[src/rtl/branch_resolve_unit.sv]
// branch_resolve_unit: ID-stage branch condition resolver with a bimodal
// branch history table of 2-bit saturating counters read by IF.
// Optional statistics counters are enabled by defining BRU_STATS_EN.
module branch_resolve_unit #(
    parameter int unsigned WIDTH     = 32,
    parameter int unsigned PC_WIDTH  = 32,
    parameter int unsigned BHT_DEPTH = 64
) (
    input  logic                clk,
    input  logic                reset,
    input  logic [PC_WIDTH-1:0] pred_pc,
    output logic                pred_taken,
    input  logic                res_valid,
    input  logic [PC_WIDTH-1:0] res_pc,
    input  logic [WIDTH-1:0]    cmpA,
    input  logic [WIDTH-1:0]    cmpB,
    input  logic [2:0]          branchOp,
    input  logic                res_pred_taken,
    input  logic                stall,
    output logic                jumpEn,
    output logic                mispredict,
    output logic [31:0]         br_count,
    output logic [31:0]         mispred_count
);

    localparam int unsigned IDX_W = $clog2(BHT_DEPTH);

    typedef enum logic [1:0] {
        STRONG_NT = 2'b00,
        WEAK_NT   = 2'b01,
        WEAK_T    = 2'b10,
        STRONG_T  = 2'b11
    } ctrState_t;

    typedef enum logic [2:0] {
        OP_EQ  = 3'd0,
        OP_NE  = 3'd1,
        OP_LT  = 3'd2,
        OP_LE  = 3'd3,
        OP_LTU = 3'd4,
        OP_GT  = 3'd5,
        OP_GTU = 3'd6,
        OP_GE  = 3'd7
    } branchOp_t;

    ctrState_t        bht [BHT_DEPTH];
    logic [IDX_W-1:0] predIdx;
    logic [IDX_W-1:0] resIdx;
    ctrState_t        predCtr;
    ctrState_t        resCtr;
    ctrState_t        resCtrNext;
    logic             isEq;
    logic             signedLt;
    logic             unsignedLt;
    logic             condMet;
    logic             doUpdate;
    logic             unusedPcBits;

    // Word-aligned index; offset bits and upper PC bits are deliberately dropped.
    assign predIdx      = pred_pc[IDX_W+1:2];
    assign resIdx       = res_pc[IDX_W+1:2];
    assign unusedPcBits = ^{pred_pc, res_pc};

    // Read-before-write: IF always sees the registered value, no bypass.
    assign predCtr    = bht[predIdx];
    assign pred_taken = predCtr[1];
    assign resCtr     = bht[resIdx];

    assign isEq       = (cmpA == cmpB);
    assign signedLt   = ($signed(cmpA) < $signed(cmpB));
    assign unsignedLt = (cmpA < cmpB);

    // Condition select from the shared equality / less-than terms.
    always_comb begin
        condMet = 1'b0;
        case (branchOp)
            OP_EQ:   condMet = isEq;
            OP_NE:   condMet = !isEq;
            OP_LT:   condMet = signedLt;
            OP_LE:   condMet = signedLt | isEq;
            OP_LTU:  condMet = unsignedLt;
            OP_GT:   condMet = !(signedLt | isEq);
            OP_GTU:  condMet = !(unsignedLt | isEq);
            OP_GE:   condMet = !signedLt;
            default: condMet = 1'b0;
        endcase
    end

    assign jumpEn     = res_valid & condMet;
    assign mispredict = res_valid & (jumpEn != res_pred_taken);
    assign doUpdate   = res_valid & ~stall;

    // Saturating step of the resolving branch's counter toward the outcome.
    always_comb begin
        resCtrNext = resCtr;
        if (jumpEn) begin
            if (resCtr != STRONG_T) begin
                resCtrNext = ctrState_t'(resCtr + 2'd1);
            end
        end else begin
            if (resCtr != STRONG_NT) begin
                resCtrNext = ctrState_t'(resCtr - 2'd1);
            end
        end
    end

    // Table write: reset to weak-NT everywhere, otherwise one entry per update.
    always_ff @(posedge clk) begin
        if (reset) begin
            for (int unsigned i = 0; i < BHT_DEPTH; i++) begin
                bht[i] <= WEAK_NT;
            end
        end else if (doUpdate) begin
            bht[resIdx] <= resCtrNext;
        end
    end

`ifdef BRU_STATS_EN
    logic [31:0] brCnt;
    logic [31:0] misCnt;

    // Resolved-branch and misprediction counters, saturating at all-ones.
    always_ff @(posedge clk) begin
        if (reset) begin
            brCnt  <= '0;
            misCnt <= '0;
        end else if (doUpdate) begin
            if (brCnt != '1) begin
                brCnt <= brCnt + 32'd1;
            end
            if (mispredict && (misCnt != '1)) begin
                misCnt <= misCnt + 32'd1;
            end
        end
    end

    assign br_count      = brCnt;
    assign mispred_count = misCnt;
`else
    assign br_count      = '0;
    assign mispred_count = '0;
`endif

endmodule

[config.mk]
export PLATFORM = sky130hd
export DESIGN_NAME = branch_resolve_unit
export DESIGN_NICKNAME = d
export VERILOG_FILES = /design/src/rtl/branch_resolve_unit.sv
export SDC_FILE = /design/constraint.sdc
export NUM_CORES = 1
export LEC_CHECK = 0
export BUFFER_PORTS_ARGS = -buffer_cell sky130_fd_sc_hd__buf_2
export CORE_AREA = 10 10 188 137
export DETAILED_ROUTE_END_ITERATION = 8
export DIE_AREA = 0 0 198 147
export PLACE_DENSITY = 0.7
export SYNTH_ARGS = -nofsm -noshare
export SYNTH_HDL_FRONTEND = slang
export SYNTH_SLANG_ARGS = --single-unit
[constraint.sdc]
create_clock -name clk -period 4.1 [get_ports clk]
set_input_delay 0.615 -clock clk [delete_from_list [all_inputs] [get_ports clk]]
set_output_delay 0.615 -clock clk [all_outputs]
set_load 0.02 [all_outputs]
# Word-level counts from Yosys, hierarchy flattened
# Memories as Yosys holds them, arrays and structs flattened.
# Cells that the tools add are included.
# W data, S select, Z words.
[word_totals] register_bits=0 latch_bits=0 in_bits=136 memories=1 mem_bits_rw=128 output_inout_bits=67 word_cells=40 mem_bits_ro=0
[mem_list] memory="bht" words=64 word_bits=2 read_ports=2 rd_ports_with_merged_regs=0 wr=64 line_no="46" source="ctrState_t bht [BHT_DEPTH];"
[classes] shifts=0 n_addsub=2 n_reduce_logical=7 magnitude_cmp=2 n_bitwise=6 n_div=0 eq_ne=10 muxes=12 multipliers=0
[op_table] cell="$lt A32 B32 Y1" n=2
[op_table] cell="$eq A32 B32 Y1" n=1
[op_table] cell="$eq A3 B3 Y1 const B" n=4
[op_table] cell="$mux W2" n=4
[op_table] cell="$pmux W1 S8" n=1
[op_table] cell="$eq A3 B2 Y1 const B" n=2
[op_table] cell="$mux W1" n=6
[op_table] cell="$mux W6" n=1
[op_table] cell="$logic_not A1 Y1" n=4
[op_table] cell="$and A1 B1 Y1" n=3
[op_table] cell="$eq A3 B1 Y1 const B" n=1
[op_table] cell="$logic_not A3 Y1" n=1
[op_table] cell="$add A2 B1 Y2 const B" n=1
[op_table] cell="$ne A2 B2 Y1 const B" n=1
[op_table] cell="$or A1 B1 Y1" n=2
[op_table] cell="$reduce_bool A2 Y1" n=1
[op_table] cell="$reduce_or A2 Y1" n=1
[op_table] cell="$sub A2 B1 Y2 const B" n=1
[op_table] cell="$ne A1 B1 Y1" n=1
[op_table] cell="$not A1 Y1" n=1

# Depth between registers and ports, before layout
# Gate-level depths: netlist of the first run.
[logic_depth] word_depth=7 depth_mapped=12

# Worst setup path after synthesis of the first run
# OpenSTA, ideal clock, no wires.
[synth_path] kind="input to output" startpoint="in pred_pc[2]" endpoint="out pred_taken" path_slack_ns=0.389 required_ns=3.485 path_stages=5 arrival_ns=3.096 path_cell_list="clkbuf_1 -> buf_1 -> mux4_2 -> mux4_2 -> mux4_2"
[synth_between] elab_chain_len=1
[synth_rtl] item="start, declared" line_no="11" source="input logic [PC_WIDTH-1:0] pred_pc,"
[synth_rtl] item="$mem_v2 Z64 W2"
[synth_rtl] item="end, declared" line_no="12" source="output logic pred_taken,"
# Every way passes these cells.

# Final worst setup path of the first run
[layout_path] startpoint="in cmpA[13]" endpoint="out mispredict"
[layout_between] elab_chain_len=7 word_cells_on_any_way=13 classes_between="order compare: 2; eq/ne: 2; mux: 1; bitwise: 4; reduce/logical: 4"
[layout_rtl] item="start, declared" line_no="15" source="input logic [WIDTH-1:0] cmpA,"
[layout_rtl] item="$lt A32 B32 Y1 (tied with other cells)" line_no="71" source="assign unsignedLt = (cmpA < cmpB);"
[layout_rtl] item="$or A1 B1 Y1 (on tied branches)" line_no="83, 80, 82"
[layout_rtl] item="$logic_not A1 Y1 (on tied branches)" line_no="83, 82"
[layout_rtl] item="$pmux W1 S8 *" line_no="76" source="case (branchOp)"
[layout_rtl] item="$and A1 B1 Y1 *" line_no="89" source="assign jumpEn = res_valid & condMet;"
[layout_rtl] item="$ne A1 B1 Y1 *" line_no="90" source="assign mispredict = res_valid & (jumpEn != res_pred_taken);"
[layout_rtl] item="$and A1 B1 Y1 *" line_no="90"
[layout_rtl] item="end, declared" line_no="21" source="output logic mispredict,"
# Mark *: on every way between the ends. The rest lies on a longest branch, timed or not.

==> summary.txt, run 1 <==
Power and ir drop
  – Leakage: 3.63 nW
  – Worst VDD drop: 0.307 mV
  – Power Density: 365 nW/um^2

Critical path
  – CP cell instances: buf_2 > ha_1 > a21oi_1 > nor2_1 > a211o_1 > o311ai_1 > a2111oi_1 > a41oi_1 > a31oi_1 > nor3b_1 > buf_2
  – FF-to-FF path depth: 10
  – Startpoint types: input port
  – Critical Path Fanout Max: 4
  – CP delay by family, top: compound AO/OA/AOI/OAI gates
  – Crit-path max cell delay: 0.49 ns
  – Worst R2R Setup Slack: 1.25 ns
  – CP Depth: 11
  – Worst path most repeated cell: buf_2
  – Setup crit end kind: output port
  – CP arrival: 3.08 ns
  – Crit-path slowest cell: o311ai_1
  – CP bufs+invs: 2
  – Kind of critical path: input port to output port
  – Critical Path RT: 3.48 ns

Synth
  – Sequential-to-total area share from yosys stat: 44.3%
  – Count of cell types in the netlist: 62
  – Asr flop ratio synth: 0%
  – Top cell type's share of synthesized area: 44.3%
  – Post-Syn Instances: 812
  – Post-synth top flop: edfxtp_1
  – Synth area leader: edfxtp_1
  – Area contributors post-synth: edfxtp_1 44%, mux4_2 8.0%, buf_4 5.7%
  – Mean Syn Cell Area: 10.7 um^2
  – EDFF count, synth: 128
  – Most instantiated cells after synthesis: 128 x edfxtp_1, 75 x nand2_1, 66 x buf_4
  – Synthesized area: 8680 um^2
  – Most instantiated library cell after synthesis: edfxtp_1
  – Synthesized flop and latch total: 128
  – Synth warn: 0

Final layout
  – Largest registers: bht x128
  – Largest Register: bht
  – Multi-input logic area: 4150 um^2
  – Layout fillers: 2037
  – Fin cells: 1186
  – Final Util: 43.9%
  – Fin nets: 1052
  – Layout cells sized above 1: 26.9%
  – Area delta synth->final: 12.4%
  – Max reg flops: 128
  – Sequential cell area: 3840 um^2
  – Fin area: 9750 um^2

GRT
  – First-pass GRT wire length: 37200 um
  – Global route overflow: 0
  – Vias in the first global route: 6444
  – GR Layer Usage met3: 5.18%
  – GRT Overall Usage: 16.5%
  – Initial antenna violation count: 1
  – Pin count of the biggest net entering global routing: 65
  – Busiest grt layer: met2
  – M1 GR Usage: 22.3%
  – M2 GR Usage: 24.7%

Die
  – # rows: 46
  – Die area: 29100 um^2
  – Die H: 147 um
  – Core area: 22200 um^2
  – Initial core utilization: 39.1%
  – Die X: 198 um
  – Io pins: 203

Timing
  – Crit path time final: 3.69 ns
  – Fin Clk Skew: 0.0167 ns
  – Final period util: 90.1%
  – Rel. slew slack: 43.6%
  – Slew @ Worst Pin: 0.839 ns
  – Max Freq: 271 MHz
  – Final setup viols: 0
  – Final Max Tran Viols: 0
  – Final hold violations: 0
  – Unrepaired setup endpoints after global routing: false
  – Setup TNS: 0 ns

Clock network
  – Cts bufs inserted: 17
  – Hold buffer count at cts: 0
  – Sink Count: 128
  – CTS tree: built
  – CTS root buf: clkbuf_16
  – Maximum root-to-sink buffer count: 2
  – Latest clock arrival within the worst-skew pair: 0.44 ns
  – Clock slew at reported path FFs: 0.06 ns
  – Post_cts resized: 0
  – Post-CTS Setup Inserts: 0
  – H-tree Lvls: 4

Job
  – Max cap viols: 0

Place
  – Dpl hpwl: 18000 um
  – DP Area: 9180 um^2
  – Port Buf Inserts: 86
  – Dpl cells: 1153
  – RePlAce Congestion: 0.906

Routing
  – Routed Antenna Nets: 0
  – Routed vias: 6626
  – Iter 0 DRT Violations: 933
  – Drt via density: 5.59
  – WL per Instance: 20.7 um
  – DRC viols: 0
  – TritonRoute pass-1 iters: 6
  – Final WL: 24500 um

Hold path
  – Hold Path Class: input port to flop
  – WHS Path Cells: 4

Status
  – Status: complete, no violations
==> path summary, 6_finish.rpt <==
path | startpoint | end
worst max-delay path | cmpA[13] | mispredict
worst min-delay path | res_valid | bht[38][0]
worst max register to register | bht[62][1] | bht[3][1]
worst min register to register | bht[39][0] | bht[12][1]
==> cells in the final DEF (no fill, tap or decap), types with 4 or more instances in the layout <==
cell,n
conb_1,64
nor3_2,19
ha_1,32
buf_4,24
a22oi_1,9
a221oi_1,16
clkinvlp_4,4
or2_2,22
nand2_1,75
inv_6,4
clkbuf_16,17
a21o_1,27
o21ai_0,7
inv_1,36
mux2_2,12
a21oi_1,19
nand4_1,8
nand2b_1,19
nand3_1,52
mux4_2,31
nor3_1,32
inv_8,4
nor2_1,62
mux2i_1,12
nor2b_1,9
o22ai_1,4
and2_1,4
buf_2,86
buf_12,4
edfxtp_1,128
==> area by class of cell <==
cell class                      count  area share [%]
Sequential cell                   128            39.4
Inverter                           37            1.42
Clock inverter                     15            1.48
Clock buffer                       17            4.36
Tap cell                          288            3.69
Antenna cell                        1          0.0257
Timing Repair Buffer              114            7.08
Multi-Input combinational cell    586            42.5
==> power breakdown <==
| group | internal [W] | leakage (nW) | switching, W |
|---|---|---|---|
| Clock | 0.000801 | 0.268 | 0.000659 |
| Sequential | 0.00147 | 1.15 | 0.0000213 |
| Combinational | 0.000216 | 2.21 | 0.000392 |
==> tightest hold or removal path, cell delays in order <==
cell and delay (ns):
buf_2 0.13, nand3_1 0.14, nor2_1 0.11, nand3_1 0.07
==> metrics by stage <==
step	setup slack, ns	hold WS, ns	power, W
final	0.406	0.735	0.00356
after global routing	0.0651	0.799	0.00368
after CTS	0.428	0.727	0.00355
after detailed placement	0.211	1.17	0.00211
after global placement	0.246	1.13	0.00210
after floorplan	0.389	0.985	0.00199
==> cell families (layout without fill, tap and decap cells) <==
logic type | Yosys count | after routing | synth area share (%)
other cells | 1 | 65 | 0.0432
mux | 55 | 55 | 11.0
buf+inv | 161 | 183 | 10.7
simple gates | 321 | 321 | 19.2
fa+ha+maj | 33 | 33 | 4.73
flops | 128 | 128 | 44.3
compound gates | 113 | 113 | 9.99
==> routing by layer <==
layer | vias up | wire (um)
met4 | 0 | 484
met2 | 383 | 11400
li1 | 3014 | -
met1 | 3181 | 9760
met3 | 48 | 2890
met5 | - | 0
Note: power is estimated with default switching activity, not from simulation.
==> run 2, diff against run 1 <==
--- a/config.mk
+++ b/config.mk
@@ -7,6 +7,7 @@
 export LEC_CHECK = 0
 export BUFFER_PORTS_ARGS = -buffer_cell sky130_fd_sc_hd__buf_2
 export CORE_AREA = 10 10 188 137
+export CTS_BUF_LIST = sky130_fd_sc_hd__clkbuf_2
 export DETAILED_ROUTE_END_ITERATION = 8
 export DIE_AREA = 0 0 198 147
 export PLACE_DENSITY = 0.7
==> summary.txt, run 2 (synthesis gave the netlist of run 1 again) <==
GRT
  – Initial antenna violation count: 1
  – Vias in the first global route: 6385
  – GRT Overall Usage: 16.3%
  – Pin count of the biggest net entering global routing: 65
  – Global route overflow: 0
  – First-pass GRT wire length: 36700 um

Status
  – Status: complete, no violations

Timing
  – Unrepaired setup endpoints after global routing: false
  – Final Max Tran Viols: 0
  – Final hold violations: 0
  – Final setup viols: 0
  – Slew @ Worst Pin: 0.833 ns
  – Final period util: 90.1%
  – Rel. slew slack: 44.1%
  – Crit path time final: 3.69 ns
  – WHS: 0.430 ns
  – Setup TNS: 0 ns
  – Max Freq: 271 MHz
  – Fin Clk Skew: 0.0508 ns

Clock network
  – Hold buffer count at cts: 0
  – Latest clock arrival within the worst-skew pair: 0.74 ns
  – H-tree Lvls: 4
  – Clock slew at reported path FFs: 0.22 ns
  – CTS root buf: clkbuf_2
  – CTS tree: built
  – Maximum root-to-sink buffer count: 2
  – Sink Count: 128
  – Post_cts resized: 0
  – Post-CTS Setup Inserts: 0
  – Cts bufs inserted: 17

Power and ir drop
  – P_int: 0.00187 W
  – Power Density: 303 nW/um^2
  – Worst VDD drop: 0.166 mV
  – Power share of the sequential group: 52.1%
  – Sw frac: 34.4%
  – Combinational power share: 21.3%
  – Leakage: 3.49 nW
  – Part of the power in the clock network: 26.6%
  – Sw Pwr: 0.000982 W

Die
  – Die area: 29100 um^2
  – Die H: 147 um
  – Initial core utilization: 39.1%
  – Core area: 22200 um^2
  – Io pins: 203
  – # rows: 46
  – Die X: 198 um

Routing
  – Routed Antenna Nets: 0
  – Routed vias: 6550
  – TritonRoute pass-1 iters: 7
  – WL per Instance: 20.4 um
  – Iter 0 DRT Violations: 979
  – Drt via density: 5.52
  – DRC viols: 0
  – Final WL: 24100 um

Critical path
  – Crit-path slowest cell: o311ai_1
  – Critical Path Fanout Max: 4
  – Reg2reg start: bht[63][1]
  – Worst R2R Setup Slack: 1.27 ns
  – Worst reg2reg endpoint: bht[2][1]
  – CP arrival: 3.08 ns
  – Worst path most repeated cell: buf_2
  – FF-to-FF path depth: 10
  – Crit-path max cell delay: 0.49 ns
  – CP cell instances: buf_2 > ha_1 > a21oi_1 > nor2_1 > a211o_1 > o311ai_1 > a2111oi_1 > a41oi_1 > a31oi_1 > nor3b_1 > buf_2
  – Critical Path RT: 3.48 ns
  – Setup crit end kind: output port
  – Startpoint types: input port
  – Kind of critical path: input port to output port

Final layout
  – Sequential cell area: 3840 um^2
  – Commonest cells after routing, fill and taps aside: 128 x edfxtp_1, 86 x buf_2, 75 x nand2_1
  – Fin area: 9410 um^2
  – Fin nets: 1052
  – Most common cell after layout, fill and taps aside: edfxtp_1
  – Layout fillers: 2077
  – Multi-input logic area: 4150 um^2
  – Area delta synth->final: 8.49%
  – Largest registers: bht x128
  – Layout cells sized above 1: 26.9%
  – Max reg flops: 128
  – Largest Register: bht

Hold path
  – WHS Path Cells: 4
  – Hold Path Class: input port to flop
  – Hold endpoint: bht[38][0]
  – HP Start: res_valid

Job
  – Max cap viols: 0

Place
  – RePlAce Congestion: 0.906
  – Dpl hpwl: 18000 um
  – Port Buf Inserts: 86
  – DP Area: 9180 um^2
-- run 2: cell type report --
cell class              instances  area share [%]
well taps                     288            3.83
clock inverters                15            1.53
flip-flops and latches        128            40.8
multi-input cells             586            44.1
inverters                      37            1.48
diodes                          1          0.0266
clock buffers                  17           0.904
repair buffers                114            7.34
-- run 2: worst max path at each step --
stage / from / endpoint / slack (ns) / cells after the start
after floorplan: pred_pc[2] / pred_taken / 0.39 / 5
after global placement: res_pc[2] / bht[3][1] / 0.25 / 10
after detailed placement: res_pc[2] / bht[3][1] / 0.21 / 10
after CTS: cmpA[13] / mispredict / 0.43 / 11
after global routing: cmpA[7] / mispredict / 0.07 / 11
final: cmpA[13] / mispredict / 0.41 / 11
-- run 2: layer usage --
| layer | up-vias | routed length (um) | GRT usage [%] |
|---|---|---|---|
| met5 | - | 0 | 0 |
| met4 | 0 | 301 | 3.79 |
| met3 | 34 | 2980 | 5.68 |
| met2 | 356 | 11200 | 24.6 |
| met1 | 3144 | 9650 | 21.9 |
| li1 | 3016 | - | - |
-- run 2: through the flow --
stage,util (%),cells,total power (W),setup WS [ns]
2_1_floorplan,-,875,0.00199,0.389
5_1_grt,42.4,1186,0.00297,0.0651
3_3_place_gp,41.3,1153,0.00210,0.246
6_report,42.4,1186,0.00285,0.405
3_5_place_dp,41.3,1153,0.00211,0.211
4_1_cts,42.4,1185,0.00285,0.428
-- run 2: power by group through the flow --
stage / sequential, W / clock (W) / combinational, W
finish: 0.00149 / 0.000757 / 0.000608
global route: 0.00149 / 0.000827 / 0.000657
CTS: 0.00149 / 0.000765 / 0.000600
detailed placement: 0.00151 / 0 / 0.000598
global placement: 0.00151 / 0 / 0.000590
floorplan: 0.00150 / 0 / 0.000485
-- run 2: critical path, delay by kind of cell --
family | cells | cell delay (ns)
AOI/OAI and AO/OA | 6 | 1.59
adders and majority gates | 1 | 0.31
buffers and inverters | 2 | 0.30
and+or+nand+nor | 2 | 0.25
==> run 3, diff against run 2 <==
--- a/config.mk
+++ b/config.mk
@@ -5,6 +5,7 @@
 export SDC_FILE = /design/constraint.sdc
 export NUM_CORES = 1
 export LEC_CHECK = 0
+export ABC_AREA = 1
 export BUFFER_PORTS_ARGS = -buffer_cell sky130_fd_sc_hd__buf_2
 export CORE_AREA = 10 10 188 137
 export CTS_BUF_LIST = sky130_fd_sc_hd__clkbuf_2
==> summary.txt, run 3 <==
Die
  – # rows: 46
  – Initial core utilization: 39.0%
  – Io pins: 203
  – Die area: 29100 um^2
  – Die H: 147 um
  – Core area: 22200 um^2
  – Die X: 198 um

Timing
  – Unrepaired setup endpoints after global routing: false
  – Rel. slew slack: 26.2%
  – Final period util: 85.2%
  – Crit path time final: 3.49 ns
  – Final setup viols: 0
  – Fin Clk Skew: 0.0425 ns
  – Slew @ Worst Pin: 1.11 ns
  – Setup TNS: 0 ns
  – Final Max Tran Viols: 0
  – Final hold violations: 0
  – Max Freq: 286 MHz

Routing
  – TritonRoute pass-1 iters: 9
  – Routed Antenna Nets: 0
  – Iter 0 DRT Violations: 1038
  – DRC viols: 0
  – Routed vias: 7782
  – Drt via density: 5.25
  – Final WL: 25700 um
  – WL per Instance: 17.3 um

Synth
  – Count of cell types in the netlist: 35
  – Synthesized flop and latch total: 128
  – Synthesized area: 8670 um^2
  – Area contributors post-synth: edfxtp_1 44%, nand2_1 10%, inv_1 7.1%
  – Most instantiated library cell after synthesis: nand2_1
  – Post-Syn Instances: 1115
  – Most instantiated cells after synthesis: 230 x nand2_1, 165 x inv_1, 128 x edfxtp_1
  – Synth area leader: edfxtp_1
  – Mean Syn Cell Area: 7.78 um^2
  – Post-synth top flop: edfxtp_1
  – Asr flop ratio synth: 0%
  – Sequential-to-total area share from yosys stat: 44.3%
  – Synth warn: 0
  – EDFF count, synth: 128
  – Top cell type's share of synthesized area: 44.3%

Final layout
  – Fin nets: 1346
  – Most common cell after layout, fill and taps aside: nand2_1
  – Commonest cells after routing, fill and taps aside: 229 x nand2_1, 165 x inv_1, 128 x edfxtp_1
  – Max reg flops: 128
  – Largest Register: bht
  – Layout cells sized above 1: 12.4%
  – Layout fillers: 2238
  – Fin area: 9350 um^2
  – Area delta synth->final: 7.75%
  – Largest registers: bht x128

GRT
  – Vias in the first global route: 7147
  – Pin count of the biggest net entering global routing: 65
  – Initial antenna violation count: 2
  – GRT Overall Usage: 17.1%
  – First-pass GRT wire length: 38900 um
  – Global route overflow: 0

Hold path
  – Hold Path Class: input port to flop

Power and ir drop
  – Worst VDD drop: 0.161 mV
  – Power share of the sequential group: 51.7%
  – P_int: 0.00191 W
  – Leakage: 3.77 nW
  – Total power: 0.00286 W
  – Sw Pwr: 0.000956 W
  – Part of the power in the clock network: 29.0%
  – Combinational power share: 19.3%
  – Sw frac: 33.4%
  – Power Density: 306 nW/um^2

Critical path
  – Startpoint types: input port
  – Critical Path RT: 3.48 ns
  – Critical Path Fanout Max: 21
  – Kind of critical path: input port to output port
  – CP arrival: 2.88 ns
  – Setup crit end kind: output port

Place
  – RePlAce Congestion: 0.941
  – DP Area: 9090 um^2
  – Port Buf Inserts: 86
  – Dpl hpwl: 17600 um

Clock network
  – H-tree Lvls: 4
  – CTS root buf: clkbuf_2
  – Post-CTS Setup Inserts: 0
  – CTS tree: built
  – Latest clock arrival within the worst-skew pair: 0.72 ns
  – Post_cts resized: 0
  – Maximum root-to-sink buffer count: 2
  – Hold buffer count at cts: 0
  – Clock slew at reported path FFs: 0.22 ns
  – Sink Count: 128
  – Cts bufs inserted: 17

Status
  – Status: complete, no violations

Job
  – Max cap viols: 0
[run 3: cell count changes after synthesis, sizes merged, moves of 13 or more]
cell and delta:
a21o -26, a21oi +81, a221oi -13, clkbuf -15, inv +141, mux4 -31, nand2 +157, nand2b -19
nand3 +39, nor2 +57, nor3 -42, o21ai +46, or2 -24
[run 3: kinds of logic (layout without fill, tap and decap cells)]
kind of cell	after synthesis	after routing	share of synthesized area (%)
other cells	1	66	0.0432
flops	128	128	44.3
buf+inv	291	304	16.0
fa+ha+maj	32	32	4.62
compound gates	194	194	12.3
simple gates	469	469	22.7
[run 3: final timing paths]
check	cells after the start	from	endpoint	slack, ns
max	8	pred_pc[2]	pred_taken	0.61
min	4	stall	bht[57][1]	0.35
max reg2reg	11	bht[54][0]	bht[12][1]	1.73
min reg2reg	11	bht[25][1]	bht[20][0]	1.27
[run 3: area by class of cell]
type                       instances  area [um^2]  share of cell area [%]
antenna                            2         5.00                  0.0536
clock buffer                      18         90.1                   0.964
clock inverter                    14          156                    1.67
inverter                         178          668                    7.15
multi-input combinational        759         3680                    39.4
sequential                       128         3840                    41.1
tap                              288          360                    3.86
timing repair buffer              94          541                    5.78
[run 3: per-layer routing]
metal	routed length, um	part of all wire [%]	up-vias	GRT usage (%)
met3	2660	10	69	3.13
met1	10100	39	3566	22.1
li1	-	-	3686	-
met4	657	2.6	0	5.44
met2	12300	48	461	28.2
met5	0	0	-	0
[run 3: critical path: stages]
cell and delay, ns:
buf_2 0.31, clkinv_1 0.63, a21oi_1 0.37, a221oi_1 0.14
nor3_1 0.16, nor2_1 0.07, o31ai_1 0.33, buf_2 0.24
[run 3: stage by stage]
| stage | cells | utilization (%) | setup WS, ns | hold slack, ns |
|---|---|---|---|---|
| 6_report | 1481 | 42.1 | 0.608 | 0.350 |
| 4_1_cts | 1479 | 42.0 | 0.715 | 0.343 |
| 5_1_grt | 1481 | 42.1 | 0.497 | 0.351 |
| 3_3_place_gp | 1447 | 40.9 | 0.788 | 1.09 |
| 3_5_place_dp | 1447 | 40.9 | 0.714 | 1.11 |
| 2_1_floorplan | 1178 | - | 1.10 | 0.877 |
[run 3: power groups by stage]
| stage | Clock, W | Sequential (W) | Combinational, W |
|---|---|---|---|
| after global placement | 0 | 0.00151 | 0.000530 |
| after CTS | 0.000824 | 0.00148 | 0.000540 |
| after floorplan | 0 | 0.00150 | 0.000416 |
| final | 0.000829 | 0.00148 | 0.000552 |
| after global routing | 0.000886 | 0.00148 | 0.000603 |
| after detailed placement | 0 | 0.00151 | 0.000539 |
